### src/rtl/seg_capture_if.sv
// seg_capture_if -- display-bus read-back interface for seg_capture.
//
// Signals:
//   seg_in     [6:0]  segment bus {g,f,e,d,c,b,a} (polarity chosen at build time)
//   dig_en     [1:0]  active-high digit enables, bit0 = units, bit1 = tens
//   clr_err           synchronous clear of err_sticky
//   unidades   [3:0]  committed units value (0..9, 4'hF = blank)
//   decenas    [3:0]  committed tens value (0..9, 4'hF = blank)
//   upd               one-cycle pulse when a committed value changes
//   err               one-cycle pulse when an invalid pattern is committed
//   err_sticky        latched err, cleared by reset or clr_err
//
// Modports: master drives the bus and reads results; slave is the capture block.
interface seg_capture_if;
  logic [6:0] seg_in;
  logic [1:0] dig_en;
  logic       clr_err;
  logic [3:0] unidades;
  logic [3:0] decenas;
  logic       upd;
  logic       err;
  logic       err_sticky;

  modport master (
    output seg_in,
    output dig_en,
    output clr_err,
    input  unidades,
    input  decenas,
    input  upd,
    input  err,
    input  err_sticky
  );

  modport slave (
    input  seg_in,
    input  dig_en,
    input  clr_err,
    output unidades,
    output decenas,
    output upd,
    output err,
    output err_sticky
  );
endinterface

### src/rtl/seg_capture.sv
// seg_capture -- seven-segment bus reader.
//
// Samples a time-multiplexed two-digit segment bus, converts each digit's pattern back
// to BCD and commits it once STABLE_CYC identical samples of that digit have been seen.
//
// Ports:
//   i_clk   system clock, rising edge
//   i_rst   synchronous active-high reset
//   bus     seg_capture_if.slave (seg_in, dig_en, clr_err in; unidades, decenas,
//           upd, err, err_sticky out)
//
// Parameter:
//   STABLE_CYC  consecutive identical samples needed to commit a digit (2..255)
//
// Build option:
//   SEG_CAPTURE_ACTIVE_HIGH_EN  when defined, seg_in is an active-high bus and is
//                               inverted before sampling; otherwise active-low.
module seg_capture #(
  parameter int unsigned STABLE_CYC = 4
) (
  input logic         i_clk,
  input logic         i_rst,
  seg_capture_if.slave bus
);

  localparam int unsigned CntW = $clog2(STABLE_CYC + 1);
  localparam logic [CntW-1:0] CntMax = CntW'(STABLE_CYC);
  localparam logic [CntW-1:0] CntOne = CntW'(1);
  localparam logic [6:0] SegBlank = 7'h7F;

  // Returns {valid, value}; blank is a valid pattern decoding to 4'hF.
  function automatic logic [4:0] decode_seg(input logic [6:0] pat);
    logic [4:0] res;
    case (pat)
      7'h40:   res = 5'h10;
      7'h79:   res = 5'h11;
      7'h24:   res = 5'h12;
      7'h30:   res = 5'h13;
      7'h19:   res = 5'h14;
      7'h12:   res = 5'h15;
      7'h02:   res = 5'h16;
      7'h78:   res = 5'h17;
      7'h00:   res = 5'h18;
      7'h10:   res = 5'h19;
      7'h7F:   res = 5'h1F;
      default: res = 5'h0F;
    endcase
    return res;
  endfunction

  // Internal representation is always active-low.
  logic [6:0] w_seg_pin;
`ifdef SEG_CAPTURE_ACTIVE_HIGH_EN
  assign w_seg_pin = ~bus.seg_in;
`else
  assign w_seg_pin = bus.seg_in;
`endif

  logic [6:0]            r_seg;
  logic [1:0]            r_en;
  logic [1:0][6:0]       r_cand;
  logic [1:0][CntW-1:0]  r_cnt;
  logic [3:0]            r_unid;
  logic [3:0]            r_dec;
  logic                  r_upd;
  logic                  r_err;
  logic                  r_err_sticky;

  logic [1:0][6:0]       w_cand_d;
  logic [1:0][CntW-1:0]  w_cnt_d;
  logic [3:0]            w_unid_d;
  logic [3:0]            w_dec_d;
  logic                  w_upd_d;
  logic                  w_err_d;
  logic                  w_err_sticky_d;
  logic                  w_dig;
  logic [4:0]            w_dec_res;

  assign w_dec_res = decode_seg(r_seg);

  always_comb begin
    w_cand_d       = r_cand;
    w_cnt_d        = r_cnt;
    w_unid_d       = r_unid;
    w_dec_d        = r_dec;
    w_upd_d        = 1'b0;
    w_err_d        = 1'b0;
    w_dig          = r_en[1];

    if (r_en == 2'b11) begin
      // Overlapping enables: treat as a glitch, restart both streaks.
      w_cnt_d = '0;
    end else if (r_en != 2'b00) begin
      if (r_seg == r_cand[w_dig]) begin
        if (r_cnt[w_dig] != CntMax) begin
          w_cnt_d[w_dig] = r_cnt[w_dig] + CntOne;
        end
        // Commit only on the transition into saturation.
        if (r_cnt[w_dig] == CntMax - CntOne) begin
          if (w_dec_res[4]) begin
            if (!w_dig) begin
              w_unid_d = w_dec_res[3:0];
              w_upd_d  = (r_unid != w_dec_res[3:0]);
            end else begin
              w_dec_d  = w_dec_res[3:0];
              w_upd_d  = (r_dec != w_dec_res[3:0]);
            end
          end else begin
            w_err_d = 1'b1;
          end
        end
      end else begin
        w_cand_d[w_dig] = r_seg;
        w_cnt_d[w_dig]  = CntOne;
      end
    end

    // A new error wins over a simultaneous clear.
    w_err_sticky_d = w_err_d | (r_err_sticky & ~bus.clr_err);
  end

  always_ff @(posedge i_clk) begin
    if (i_rst) begin
      r_seg        <= SegBlank;
      r_en         <= 2'b00;
      r_cand       <= {SegBlank, SegBlank};
      r_cnt        <= '0;
      r_unid       <= 4'hF;
      r_dec        <= 4'hF;
      r_upd        <= 1'b0;
      r_err        <= 1'b0;
      r_err_sticky <= 1'b0;
    end else begin
      r_seg        <= w_seg_pin;
      r_en         <= bus.dig_en;
      r_cand       <= w_cand_d;
      r_cnt        <= w_cnt_d;
      r_unid       <= w_unid_d;
      r_dec        <= w_dec_d;
      r_upd        <= w_upd_d;
      r_err        <= w_err_d;
      r_err_sticky <= w_err_sticky_d;
    end
  end

  assign bus.unidades   = r_unid;
  assign bus.decenas    = r_dec;
  assign bus.upd        = r_upd;
  assign bus.err        = r_err;
  assign bus.err_sticky = r_err_sticky;

endmodule

### src/flat_wrapper.sv
// flat-port wrapper written by rule: the top's interface ports become plain ports
module seg_capture_flat 
#(
  parameter int unsigned STABLE_CYC = 4
)
  (i_clk, i_rst, bus_seg_in, bus_dig_en, bus_clr_err, bus_unidades, bus_decenas, bus_upd, bus_err, bus_err_sticky);
  seg_capture_if bus_i ();
  input logic i_clk;
  input logic i_rst;
  input wire logic [$bits(bus_i.seg_in)-1:0] bus_seg_in;
  input wire logic [$bits(bus_i.dig_en)-1:0] bus_dig_en;
  input wire logic [$bits(bus_i.clr_err)-1:0] bus_clr_err;
  output wire logic [$bits(bus_i.unidades)-1:0] bus_unidades;
  output wire logic [$bits(bus_i.decenas)-1:0] bus_decenas;
  output wire logic [$bits(bus_i.upd)-1:0] bus_upd;
  output wire logic [$bits(bus_i.err)-1:0] bus_err;
  output wire logic [$bits(bus_i.err_sticky)-1:0] bus_err_sticky;
  assign bus_i.seg_in = bus_seg_in;
  assign bus_i.dig_en = bus_dig_en;
  assign bus_i.clr_err = bus_clr_err;
  assign bus_unidades = bus_i.unidades;
  assign bus_decenas = bus_i.decenas;
  assign bus_upd = bus_i.upd;
  assign bus_err = bus_i.err;
  assign bus_err_sticky = bus_i.err_sticky;
  seg_capture #(.STABLE_CYC(STABLE_CYC)) u_core (.i_clk(i_clk), .i_rst(i_rst), .bus(bus_i));
endmodule
### config.mk
export PLATFORM = sky130hd
export DESIGN_NAME = seg_capture_flat
export DESIGN_NICKNAME = d
export VERILOG_FILES = /design/src/rtl/seg_capture_if.sv /design/src/rtl/seg_capture.sv /design/src/flat_wrapper.sv
export SDC_FILE = /design/constraint.sdc
export NUM_CORES = 1
export LEC_CHECK = 0
export BUFFER_PORTS_ARGS = -buffer_cell sky130_fd_sc_hd__buf_2
export CORE_MARGIN = 2
export CORE_UTILIZATION = 60
export CTS_BUF_LIST = sky130_fd_sc_hd__clkbuf_2 sky130_fd_sc_hd__clkbuf_4 sky130_fd_sc_hd__clkbuf_8
export DETAILED_ROUTE_END_ITERATION = 8
export PLACE_DENSITY = 0.88
export SYNTH_ARGS = -nofsm -noshare
export SYNTH_HDL_FRONTEND = slang
export SYNTH_SLANG_ARGS = --single-unit
### constraint.sdc
create_clock -name i_clk -period 3.3 [get_ports i_clk]
set_clock_uncertainty 0.15 [all_clocks]
set_input_delay 0.165 -clock i_clk [delete_from_list [all_inputs] [get_ports i_clk]]
set_output_delay 0.165 -clock i_clk [all_outputs]
set_load 0.02 [all_outputs]
**Yosys cells after proc, flatten, opt, wreduce, memory -nomap -nowiden**

Index checks and enable logic that the tools add are counted.

- Register bits after elaboration: 40
- Input port bits: 12
- Output and inout bits: 11
- Logic and storage cells: 71

- Add/subtract/negate cells: 1
- Magnitude comparators: 2
- Equality and inequality tests: 17
- Muxes and demuxes: 19
- Bitwise gates (word level): 12
- Reduce and logical (&&, ||, !) cells: 9

Operator list:

| operator | number |
|---|---|
| $pmux W5 S11 | 1 |
| $eq A7 B7 Y1 const B | 4 |
| $eq A7 B5 Y1 const B | 3 |
| $mux W7 | 3 |
| $bwmux W14 | 1 |
| $eq A7 B6 Y1 const B | 2 |
| $mux W6 | 2 |
| $reduce_and A6 Y1 | 2 |
| $mux W3 | 3 |
| $ne A4 B4 Y1 | 2 |
| $demux W7 S1 | 1 |
| $eq A7 B2 Y1 const B | 1 |
| $eq A7 B7 Y1 | 1 |
| $logic_not A7 Y1 | 1 |
| $not A1 Y1 | 7 |
| $bwmux W6 | 1 |
| $mux W1 | 6 |
| $reduce_or A6 Y1 | 1 |
| $and A4 B4 Y4 | 1 |
| $not A4 Y4 | 1 |
| $add A3 B1 Y3 const B | 1 |
| $demux W3 S1 | 1 |
| $eq A3 B2 Y1 const B | 1 |
| $ne A3 B3 Y1 const B | 1 |
| 12 further kinds | 12 |

**Depth between registers and ports, before layout**

Gate-level depths: netlist of the first run.

- Depth in word-level cells: 8
- Gate-level depth with buffers: 12
- Gate-level depth less buffers: 10

**Worst setup path after synthesis of the first run**

No wires, ideal clock.

- Kind: register to register
- Start point: register u_core.r_en[1]
- End point: register u_core.r_cnt[5] in the netlist's numbering
- Library setup time: 115 ps
- Data arrival time: 2151 ps
- Data required time: 3035 ps
- Slack: 885 ps
- Cell stages (with the launch flop): 11
- Buffers on the path: 2
- Period minus slack after synthesis: 2415 ps
- Path through: dfxtp_1 buf_4 buf_1 inv_1 a21boi_0 inv_1 ha_1 ha_1 nor2_1 o211a_1 o21a_1

- Cells in the longest elaborated chain, start to end: 7
- Elaborated cells between the ends (all ways): 22
- Those cells by class: add/sub: 1; order compare: 2; eq/ne: 4; mux: 9; bitwise: 2; reduce/logical: 4

Ends and longest elaborated chain:

| what | line | source |
|---|---|---|
| start, declared | seg_capture.sv:60 | `logic [1:0] r_en;` |
| start signal, assigned | seg_capture.sv:135 | `r_en <= bus.dig_en;` |
| parallel branches: the longest is 7 deep, another holds $add A3 B1 Y3 | - |  |
| end signal, assigned | seg_capture.sv:137 | `r_cnt <= w_cnt_d;` |
| end, declared | seg_capture.sv:62 | `logic [1:0][CntW-1:0] r_cnt;` |

Parallel ways; which one is timed is not known. The select of a mux whose other input is x is not followed.
A chain may end at the register's enable or synchronous reset.

**Worst setup path in the final report of the first run**

- Start point: register u_core.r_en[1]
- End point: register u_core.r_dec[1], in the netlist u_core.bus.decenas[1]

- Cells in the longest elaborated chain, start to end: 4
- Elaborated cells between the ends (all ways): 10
- Those cells by class: eq/ne: 3; mux: 4; bitwise: 1; reduce/logical: 2

Ends and longest elaborated chain:

| what | line | source |
|---|---|---|
| $mux W7 (implied by the code) / $mux W3 (equally long branches) (2 in a row) | seg_capture.sv:94, seg_capture.sv:99 |  |
| $eq A7 B7 Y1 / $eq A3 B2 Y1 (equally long branches) | seg_capture.sv:94, seg_capture.sv:99 |  |
| $reduce_and A6 Y1 (no line) (*) | - |  |
| end signal, assigned | seg_capture.sv:139 | `r_dec <= w_dec_d;` |
| end, declared | seg_capture.sv:64 | `logic [3:0] r_dec;` |

Mark *: on every way between the ends. The rest lies on a longest branch, timed or not. The select of a mux whose other input is x is not followed.

==> results of run 1 <==
per-layer routing:
metal  wire [um]  up-vias
met3         230       13
met1        1920      794
met2        2170       56
li1            -      843
met4         108        0
met5           0        -
metrics by stage:
stage | hold WS, ns | cells
final | 0.257 | 298
after global routing | 0.259 | 298
after CTS | 0.217 | 298
after detailed placement | 0.199 | 280
after global placement | 0.197 | 280
after floorplan | 0.112 | 228
synthesized netlist by cell type:
library cell | number | area [um2]
nand4b_1 | 1 | 8.76
a21boi_0 | 1 | 7.51
or3_1 | 3 | 18.8
and4b_1 | 1 | 10.0
nand2b_1 | 3 | 18.8
inv_1 | 6 | 22.5
a21o_1 | 2 | 15.0
clkbuf_1 | 11 | 41.3
a41oi_1 | 1 | 8.76
nand3_1 | 2 | 10.0
o21ai_0 | 2 | 10.0
nor3_4 | 1 | 16.3
nor2b_1 | 5 | 31.3
a21oi_2 | 2 | 17.5
nor3b_1 | 1 | 7.51
a21oi_1 | 3 | 15.0
nand4_2 | 3 | 37.5
nor3_1 | 3 | 15.0
nand2_1 | 8 | 30.0
a31oi_1 | 6 | 37.5
and2_1 | 1 | 6.26
o211a_1 | 2 | 20.0
a2111o_1 | 1 | 11.3
or2_2 | 8 | 50.1
buf_2 | 2 | 10.0
buf_1 | 1 | 3.75
a32oi_1 | 1 | 8.76
ha_1 | 3 | 37.5
xnor2_1 | 4 | 35.0
nand4_1 | 7 | 43.8
nor4b_1 | 1 | 8.76
a211o_1 | 1 | 8.76
o21a_1 | 2 | 15.0
and4_1 | 1 | 8.76
o21bai_1 | 1 | 7.51
mux2i_1 | 35 | 350
a31oi_2 | 1 | 12.5
o22ai_1 | 1 | 6.26
dfxtp_1 | 40 | 801
nor2_1 | 38 | 143
xor2_1 | 8 | 70.1
buf_4 | 3 | 22.5
o32ai_1 | 1 | 8.76
power groups by stage:
stage | clock network, mW | registers [mW] | logic, mW
finish | 0.325 | 0.514 | 0.118
global route | 0.344 | 0.516 | 0.130
CTS | 0.326 | 0.513 | 0.116
detailed placement | 0 | 0.524 | 0.106
global placement | 0 | 0.524 | 0.103
floorplan | 0 | 0.512 | 0.101
sequential cells by signal (all words and copies together) (netlist names):
register	cells
u_core.bus.unidades	4
u_core.r_seg	7
u_core.bus.decenas	4
u_core.bus.upd	1
u_core.r_en	2
u_core.bus.err	1
u_core.r_cnt	6
u_core.bus.err_sticky	1
u_core.r_cand	14
cells in the final DEF, fill, tap and decap left out, types with 3 or more instances in the layout:
cell type,instances
nand2_1,8
xor2_1,8
nand4_1,7
ha_1,3
a21oi_1,3
or2_2,8
dfxtp_1,40
buf_2,22
nand4_2,3
nor3_1,3
a31oi_1,6
clkbuf_4,5
xnor2_1,4
dlygate4sd3_1,10
or3_1,3
inv_1,6
nand2b_1,3
nor2_1,38
mux2i_1,35
nor2b_1,5
worst max-delay path: cells and delay by family, from the launching register on:
family,cells,cell delay [ns]
simple gates,2,0.94
flops,1,0.57
mux,2,0.44
buf+inv,1,0.31
xor+xnor,1,0.12
area by class of cell:
type	instances	area, um2
clock buffer	5	37.5
clock inverter	3	42.5
fill	254	965
inverter	6	22.5
multi-input combinational	165	1170
sequential	40	801
tap	46	57.6
timing repair buffer	33	218
kinds of logic after synthesis:
kind of cell    after synthesis  share of synthesized area
simple gates                 87                      0.224
mux                          35                      0.169
buf+inv                      23                     0.0484
flops                        40                      0.387
xor+xnor                     12                     0.0508
fa+ha+maj                     3                     0.0182
compound gates               28                      0.102
worst max-delay path by stage:
| stage | end | slack [ns] | startpoint | cells after the start |
|---|---|---|---|---|
| detailed placement | u_core.r_cand[1] | 0.70 | u_core.r_en[1] | 6 |
| global placement | u_core.bus.decenas[1] | 0.77 | u_core.r_en[1] | 6 |
| CTS | u_core.r_cand[1] | 0.67 | u_core.r_en[1] | 6 |
| finish | u_core.bus.decenas[1] | 0.65 | u_core.r_en[1] | 6 |
| floorplan | u_core.r_cnt[5] | 0.88 | u_core.r_en[1] | 10 |
| global route | u_core.bus.decenas[1] | 0.46 | u_core.r_en[1] | 6 |
==> flow_summary.yaml, run 1 <==
status:
  status: "finished clean"
sta:
  tns_ns: 0
  setup_viol: 0
  fmax_ghz: 0.377
  fin_crit_sh: 0.804
  period_needed_ns: 2.65
  setup_slack_ns: 0.647
  relSlewSlack: 0.500
  maxSlewViolCount: 0
  hold_viol_final: 0
  rsz0062_at_grt: "false"
  tightestPinTransition_ns: 0.750
final_layout:
  antennaDiodeCount: 0
  design_area_mm2: 0.00235
  drive_above_1_share: 0.183
  fin_nets: 266
  syn2layout_area_growth_pct: 13.4
  final_util: 0.709
cts:
  ctsResizeCount: 0
  cts_tree: "yes"
  post-cts-setup-buffer-count: 0
  insertion_delay_ns: 0.35
  clk_pin_slew_ns: 0.12
  htree_levels: 2
  clockRootBuffer: "clkbuf_4"
  cts_buffers: 5
  cts.sinks: 40
  clk_path_buf_depth: 2
  holdBufCountCts: 10
hold_path:
  worstHoldEndpoint: "u_core.r_en[0]"
  hold_class: "in2reg"
  min_path_cells: 2
  min_from: "i_rst"
global_routing:
  grt_overflow: 0
  grt_use_met2: 0.421
  grt_start_max_net_pins: 47
  grtUsageMet1: 0.290
  grt_pass1_wl_um: 7590
  grt_use_total: 0.246
  met3_usage: 0.0613
  first_global_vias: 1657
  gr-max-usage-layer: "met2"
  antenna_found_initial: 0
setup_path:
  r2r_end: "u_core.bus.decenas[1]"
  cp-start-kind: "register"
  crit_required_ns: 3.40
  worst-r2r-setup-slack_ns: 0.65
  r2r-start: "u_core.r_en[1]"
  critPathKind: "reg2reg"
  crit_arrival_ns: 2.75
  cp_max_fo: 16
  crit_slowest_cell: "nor3_4"
  crit_path_end_kind: "register"
  crit_top_cell: "mux2i_1"
  path_cells: "buf_4 > mux2i_1 > xnor2_1 > nor3_4 > nand4_2 > mux2i_1"
  max_stage_delay_ns: 0.60
  reg2regPathDepth: 6
placement:
  place.gp.congestion: 0.865
  portBuffers: 22
  dp_slack_ns: 0.701
  dp_hpwl_um: 2790
  dpl-instance-area_mm2: 0.00217
synthesis:
  yosysSeqAreaShare: 0.387
  netlist_area_mm2: 0.00207
  post_synth_num_cell_types: 43
  synth_warnings: 0
  ys_seq_elements: 40
  syn-num-nets: 243
  avgSynthCellArea_um2: 9.07
  syn_inst: 228
power:
  power_switching_mw: 0.253
  seq_power_share: 0.538
  vdd_ir_drop_max_mv: 0.372
  p_int_mw: 0.704
  finalPower_mw: 0.957
  pwr-share-clk: 0.339
  switching_share: 0.264
  combPwrFrac: 0.123
  p_leak_nw: 1.00
  p_per_area_mw_per_mm2: 408
route:
  dr.pass1.iters: 4
  ant_nets: 0
  viasPerCell: 5.72
  wl_per_cell_um: 14.9
  wirelength_um: 4430
  first_iter_violations: 84
  vias: 1706
  drc: 0
floorplan:
  row_count: 21
  die_w_um: 62.7
  initial_utilization: 0.625
  fp.dieArea_mm2: 0.00393
  coreArea_mm2: 0.00331
  die_h_um: 62.7
  ios: 23
job:
  max-cap-violations: 0
(Power assumes the default switching activity.)
==> run 2, diff against run 1 <==
==> constraint.sdc (replaced) <==
create_clock -name i_clk -period 2.6 [get_ports i_clk]
set_clock_uncertainty 0.15 [all_clocks]
set_input_delay 0.13 -clock i_clk [delete_from_list [all_inputs] [get_ports i_clk]]
set_output_delay 0.13 -clock i_clk [all_outputs]
set_load 0.02 [all_outputs]
==> flow_summary.yaml, run 2 (synthesized netlist as in run 1, its figures left out) <==
status:
  status: "finished clean"
setup_path:
  cp_max_fo: 12
  r2r_end: "u_core.r_cnt[5]"
  reg2regPathDepth: 8
  cp-start-kind: "register"
  worst-r2r-setup-slack_ns: 0.39
  crit_required_ns: 2.72
  path_cells: "inv_1 > a21boi_0 > inv_1 > ha_1 > ha_1 > nor2_1 > o211a_1 > o21a_1"
  critPathKind: "reg2reg"
  crit_arrival_ns: 2.33
  max_stage_delay_ns: 0.56
  r2r-start: "u_core.r_en[1]"
  crit_family: "compound AO/OA/AOI/OAI gates"
  cp.buffers_inverters: 2
  crit_path_end_kind: "register"
  crit_slowest_cell: "dfxtp_2"
cts:
  htree_levels: 2
  clockRootBuffer: "clkbuf_4"
  clk_pin_slew_ns: 0.12
  cts_buffers: 5
  post-cts-setup-buffer-count: 0
  insertion_delay_ns: 0.36
  cts.sinks: 40
  clk_path_buf_depth: 2
  cts_tree: "yes"
hold_path:
  hold_class: "in2reg"
  min_from: "i_rst"
  min_path_cells: 2
  worstHoldEndpoint: "u_core.r_en[1]"
sta:
  tightestPinTransition_ns: 0.737
  hold_slack_ns: 0.201
  setup_viol: 0
  tns_ns: 0
  period_needed_ns: 2.21
  rsz0062_at_grt: "false"
  fmax_ghz: 0.452
  relSlewSlack: 0.509
  fin_crit_sh: 0.851
  maxSlewViolCount: 0
  hold_viol_final: 0
floorplan:
  coreArea_mm2: 0.00331
  die_w_um: 62.7
  ios: 23
  fp.dieArea_mm2: 0.00393
  row_count: 21
  die_h_um: 62.7
  initial_utilization: 0.625
global_routing:
  first_global_vias: 1704
  grt_pass1_wl_um: 7580
  grt_overflow: 0
  grt_start_max_net_pins: 47
  antenna_found_initial: 0
  grt_use_total: 0.244
job:
  max-cap-violations: 0
route:
  first_iter_violations: 92
  wl_per_cell_um: 14.4
  vias: 1687
  drc: 0
  wirelength_um: 4350
  ant_nets: 0
  viasPerCell: 5.59
  dr.pass1.iters: 4
placement:
  portBuffers: 22
  place.gp.congestion: 0.847
  dp_hpwl_um: 2800
power:
  vdd_ir_drop_max_mv: 0.381
  p_leak_nw: 1.02
  p_per_area_mw_per_mm2: 479
final_layout:
  top_register: "u_core.r_cand"
  fillers: 243
  largest_reg_flops: 14
  antennaDiodeCount: 0
  mostFrequentLayoutCells: "39 x dfxtp_1, 38 x nor2_1, 35 x mux2i_1, 22 x buf_2, 10 x dlygate4sd3_1"
  top_regs: "u_core.r_cand: 14 flops, u_core.r_seg: 7 flops, u_core.r_cnt: 6 flops"
  fin_nets: 270
  drive_above_1_share: 0.199
  syn2layout_area_growth_pct: 13.8
  layout_commonest_cell: "dfxtp_1"
run 2: through the flow:
| step | utilization | cells | worst slack [ns] | power, mW | cell area, um2 |
|---|---|---|---|---|---|
| 6_report | 0.711 | 302 | 0.388 | 1.13 | 2350 |
| 5_1_grt | 0.711 | 302 | 0.225 | 1.17 | 2350 |
| 4_1_cts | 0.711 | 302 | 0.136 | 1.13 | 2350 |
| 3_5_place_dp | 0.663 | 284 | 0.174 | 0.809 | 2200 |
| 3_3_place_gp | 0.663 | 284 | 0.243 | 0.803 | 2200 |
| 2_1_floorplan | - | 228 | 0.185 | 0.778 | 2070 |
run 2: power breakdown:
part,switching (mW),leakage [nW],internal [mW]
clock,0.212,0.0349,0.104
combinational,0.0861,0.656,0.0711
sequential,0.0257,0.327,0.629
total,0.323,1.02,0.804
run 2: worst register-to-register path, cell delays in order (launching register included):
cell and delay [ns]:
dfxtp_2 0.56, inv_1 0.15, a21boi_0 0.28, inv_1 0.08, ha_1 0.20, ha_1 0.30, nor2_1 0.04, o211a_1 0.20
o21a_1 0.16
run 2: layer usage:
| metal | part of all wire | track usage | vias to the layer above |
|---|---|---|---|
| met5 | 0 | 0 | - |
| met4 | 0.018 | 0.106 | 0 |
| met3 | 0.051 | 0.0577 | 9 |
| met2 | 0.49 | 0.414 | 49 |
| met1 | 0.44 | 0.295 | 779 |
| li1 | - | - | 850 |
run 2: repair_timing:
action	4_1_cts	5_1_grt
endpoints found under the hold margin	10	0
gates resized for setup	0	1
hold buffers	10	0
setup endpoints to repair	0	11
run 2: how the worst max path moves through the flow:
stage	startpoint	to	slack [ns]	cells after the start
finish	u_core.r_en[1]	u_core.r_cnt[5]	0.39	8
global placement	u_core.r_en[1]	u_core.r_cnt[5]	0.24	8
global route	u_core.r_en[1]	u_core.r_cnt[2]	0.22	8
floorplan	u_core.r_en[1]	u_core.r_cnt[5]	0.18	10
detailed placement	u_core.r_en[1]	u_core.r_cnt[5]	0.17	8
CTS	u_core.r_en[1]	u_core.r_cnt[5]	0.14	8
run 2: final cells by class:
class                      instances  area [um2]  area share
timing repair buffer              37         248       0.105
sequential                        40         802       0.341
clock buffer                       5        37.5      0.0159
multi-input combinational        165        1170       0.496
tap                               46        57.6      0.0245
inverter                           6        22.5     0.00957
clock inverter                     3        18.8     0.00797
==> run 3, diff against run 2 <==
--- a/config.mk
+++ b/config.mk
@@ -5,12 +5,12 @@
 export SDC_FILE = /design/constraint.sdc
 export NUM_CORES = 1
 export LEC_CHECK = 0
-export BUFFER_PORTS_ARGS = -buffer_cell sky130_fd_sc_hd__buf_2
 export CORE_MARGIN = 2
-export CORE_UTILIZATION = 60
+export CORE_UTILIZATION = 59
 export CTS_BUF_LIST = sky130_fd_sc_hd__clkbuf_2 sky130_fd_sc_hd__clkbuf_4 sky130_fd_sc_hd__clkbuf_8
 export DETAILED_ROUTE_END_ITERATION = 8
-export PLACE_DENSITY = 0.88
+export DONT_BUFFER_PORTS = 1
+export PLACE_DENSITY = 0.85
 export SYNTH_ARGS = -nofsm -noshare
 export SYNTH_HDL_FRONTEND = slang
 export SYNTH_SLANG_ARGS = --single-unit
==> constraint.sdc (replaced) <==
create_clock -name i_clk -period 1.8 [get_ports i_clk]
set_clock_uncertainty 0.15 [all_clocks]
set_input_delay 0.09 -clock i_clk [delete_from_list [all_inputs] [get_ports i_clk]]
set_output_delay 0.09 -clock i_clk [all_outputs]
set_load 0.02 [all_outputs]
==> flow_summary.yaml, run 3 (synthesized netlist as in run 1, its figures left out) <==
status:
  status: "complete, but fails checks"
  violations: "negative setup slack"
final_layout:
  layout_commonest_cell: "dlygate4sd3_1"
  design_area_mm2: 0.00294
  syn2layout_area_growth_pct: 42.2
  mostFrequentLayoutCells: "41 x dlygate4sd3_1, 38 x nor2_1, 38 x dfxtp_1, 29 x mux2i_1, 14 x buf_4"
  top_register: "u_core.r_cand"
  final_cells: 327
  final_util: 0.874
  top_regs: "u_core.r_cand: 14 flops, u_core.r_seg: 7 flops, u_core.r_cnt: 6 flops"
  antennaDiodeCount: 0
  fin_nets: 295
  drive_above_1_share: 0.231
  largest_reg_flops: 14
floorplan:
  ios: 23
  die_w_um: 63.2
  fp.dieArea_mm2: 0.00399
  initial_utilization: 0.615
  row_count: 21
  die_h_um: 63.2
  coreArea_mm2: 0.00336
placement:
  dp_slack_ns: -0.179
  dp_hpwl_um: 3280
  dp.cells: 276
  place.gp.congestion: 0.905
  dpl-instance-area_mm2: 0.00229
  portBuffers: 0
sta:
  maxSlewViolCount: 0
  hold_slack_ns: 0.176
  rsz0062_at_grt: "true"
  hold_viol_final: 0
  period_needed_ns: 2.17
  tns_ns: -9.57
  fmax_ghz: 0.461
  tightestPinTransition_ns: 0.571
  setup_viol: 31
  fin_crit_sh: 1.21
  setup_slack_ns: -0.369
  relSlewSlack: 0.618
route:
  met3_length_um: 1030
  vias: 2285
  ant_nets: 0
  wirelength_um: 8600
  highest_layer: "met4"
  wl_met2_um: 3990
  wl_met1_um: 2900
  drc: 0
  first_iter_violations: 366
  wl_per_cell_um: 26.3
  viasPerCell: 6.99
  dr.pass1.iters: 6
global_routing:
  grt_pass1_wl_um: 11900
  grt_overflow: 0
  grt_start_max_net_pins: 34
  first_global_vias: 2254
  antenna_found_initial: 0
  grt_use_total: 0.395
power:
  vdd_ir_drop_max_mv: 0.630
  power_switching_mw: 0.584
  pwr-share-clk: 0.324
  switching_share: 0.295
  p_leak_nw: 1.25
  combPwrFrac: 0.200
  p_int_mw: 1.40
  finalPower_mw: 1.98
  p_per_area_mw_per_mm2: 674
  seq_power_share: 0.476
setup_path:
  cp-start-kind: "register"
  path_cells: "clkbuf_16 > mux2i_1 > ha_4 > inv_2 > a211o_1 > inv_1 > nand4_1 > a41oi_1"
  r2r-start: "u_core.r_en[1]"
  cp_max_fo: 6
  crit_required_ns: 1.96
  crit_start: "u_core.r_en[1]"
  crit_slowest_cell: "dfxtp_4"
  max_stage_delay_ns: 0.41
  critPathKind: "reg2reg"
  crit_arrival_ns: 2.33
  crit_path_end_kind: "register"
cts:
  cts_buffers: 5
  cts.sinks: 40
  clk_path_buf_depth: 2
  htree_levels: 2
  post-cts-setup-buffer-count: 0
  clk_pin_slew_ns: 0.15
  clockRootBuffer: "clkbuf_4"
  cts_tree: "yes"
  insertion_delay_ns: 0.38
hold_path:
  hold_class: "in2reg"
  min_from: "i_rst"
job:
  max-cap-violations: 0
run 3: cell count changes in the layout (fill, tap and decap cells not counted), moves of 5 or more:
cell	delta
mux2i_1	-6
mux2i_2	+5
buf_12	+5
buf_2	-22
buf_4	+9
dlygate4sd3_1	+31
run 3: worst paths after layout:
path	depth (start not counted)	slack [ns]	to
max reg2reg	8	-0.37	u_core.bus.upd
min	2	0.18	u_core.r_en[1]
max	8	-0.37	u_core.bus.upd
min reg2reg	1	0.37	u_core.r_cnt[3]
run 3: layout make-up:
class	instances	area (um2)
Multi-Input combinational cell	165	1300
Fill cell	144	423
Clock inverter	3	42.5
Timing Repair Buffer	62	673
Clock buffer	5	37.5
Inverter	6	22.5
Tap cell	46	57.6
Sequential cell	40	806
run 3: power groups by stage:
stage | Clock [mW] | Sequential (mW) | Combinational (mW)
finish | 0.642 | 0.942 | 0.397
global route | 0.658 | 0.942 | 0.407
CTS | 0.603 | 0.933 | 0.344
detailed placement | 0 | 0.953 | 0.263
global placement | 0 | 0.951 | 0.253
floorplan | 0 | 0.939 | 0.196
run 3: layer usage:
| layer | up-vias | global-route usage |
|---|---|---|
| met4 | 0 | 0.231 |
| met5 | - | 0 |
| li1 | 900 | - |
| met3 | 80 | 0.0875 |
| met1 | 1048 | 0.456 |
| met2 | 257 | 0.673 |
run 3: worst max-delay path: cells and delay by family, from the launching register on:
kind	cells	cell delay, ns
flops	1	0.41
fa+ha+maj	1	0.21
compound gates	2	0.50
mux	1	0.40
simple gates	1	0.13
buf+inv	3	0.28
run 3: repair_timing:
| action | CTS | global route |
|---|---|---|
| pin swaps | 1 | 4 |
| gates resized for setup | 10 | 15 |
| endpoints found under the setup margin | 30 | 31 |
| endpoints found under the hold margin | 40 | 0 |
| hold buffers | 41 | 0 |
| gates cloned | 1 | 1 |
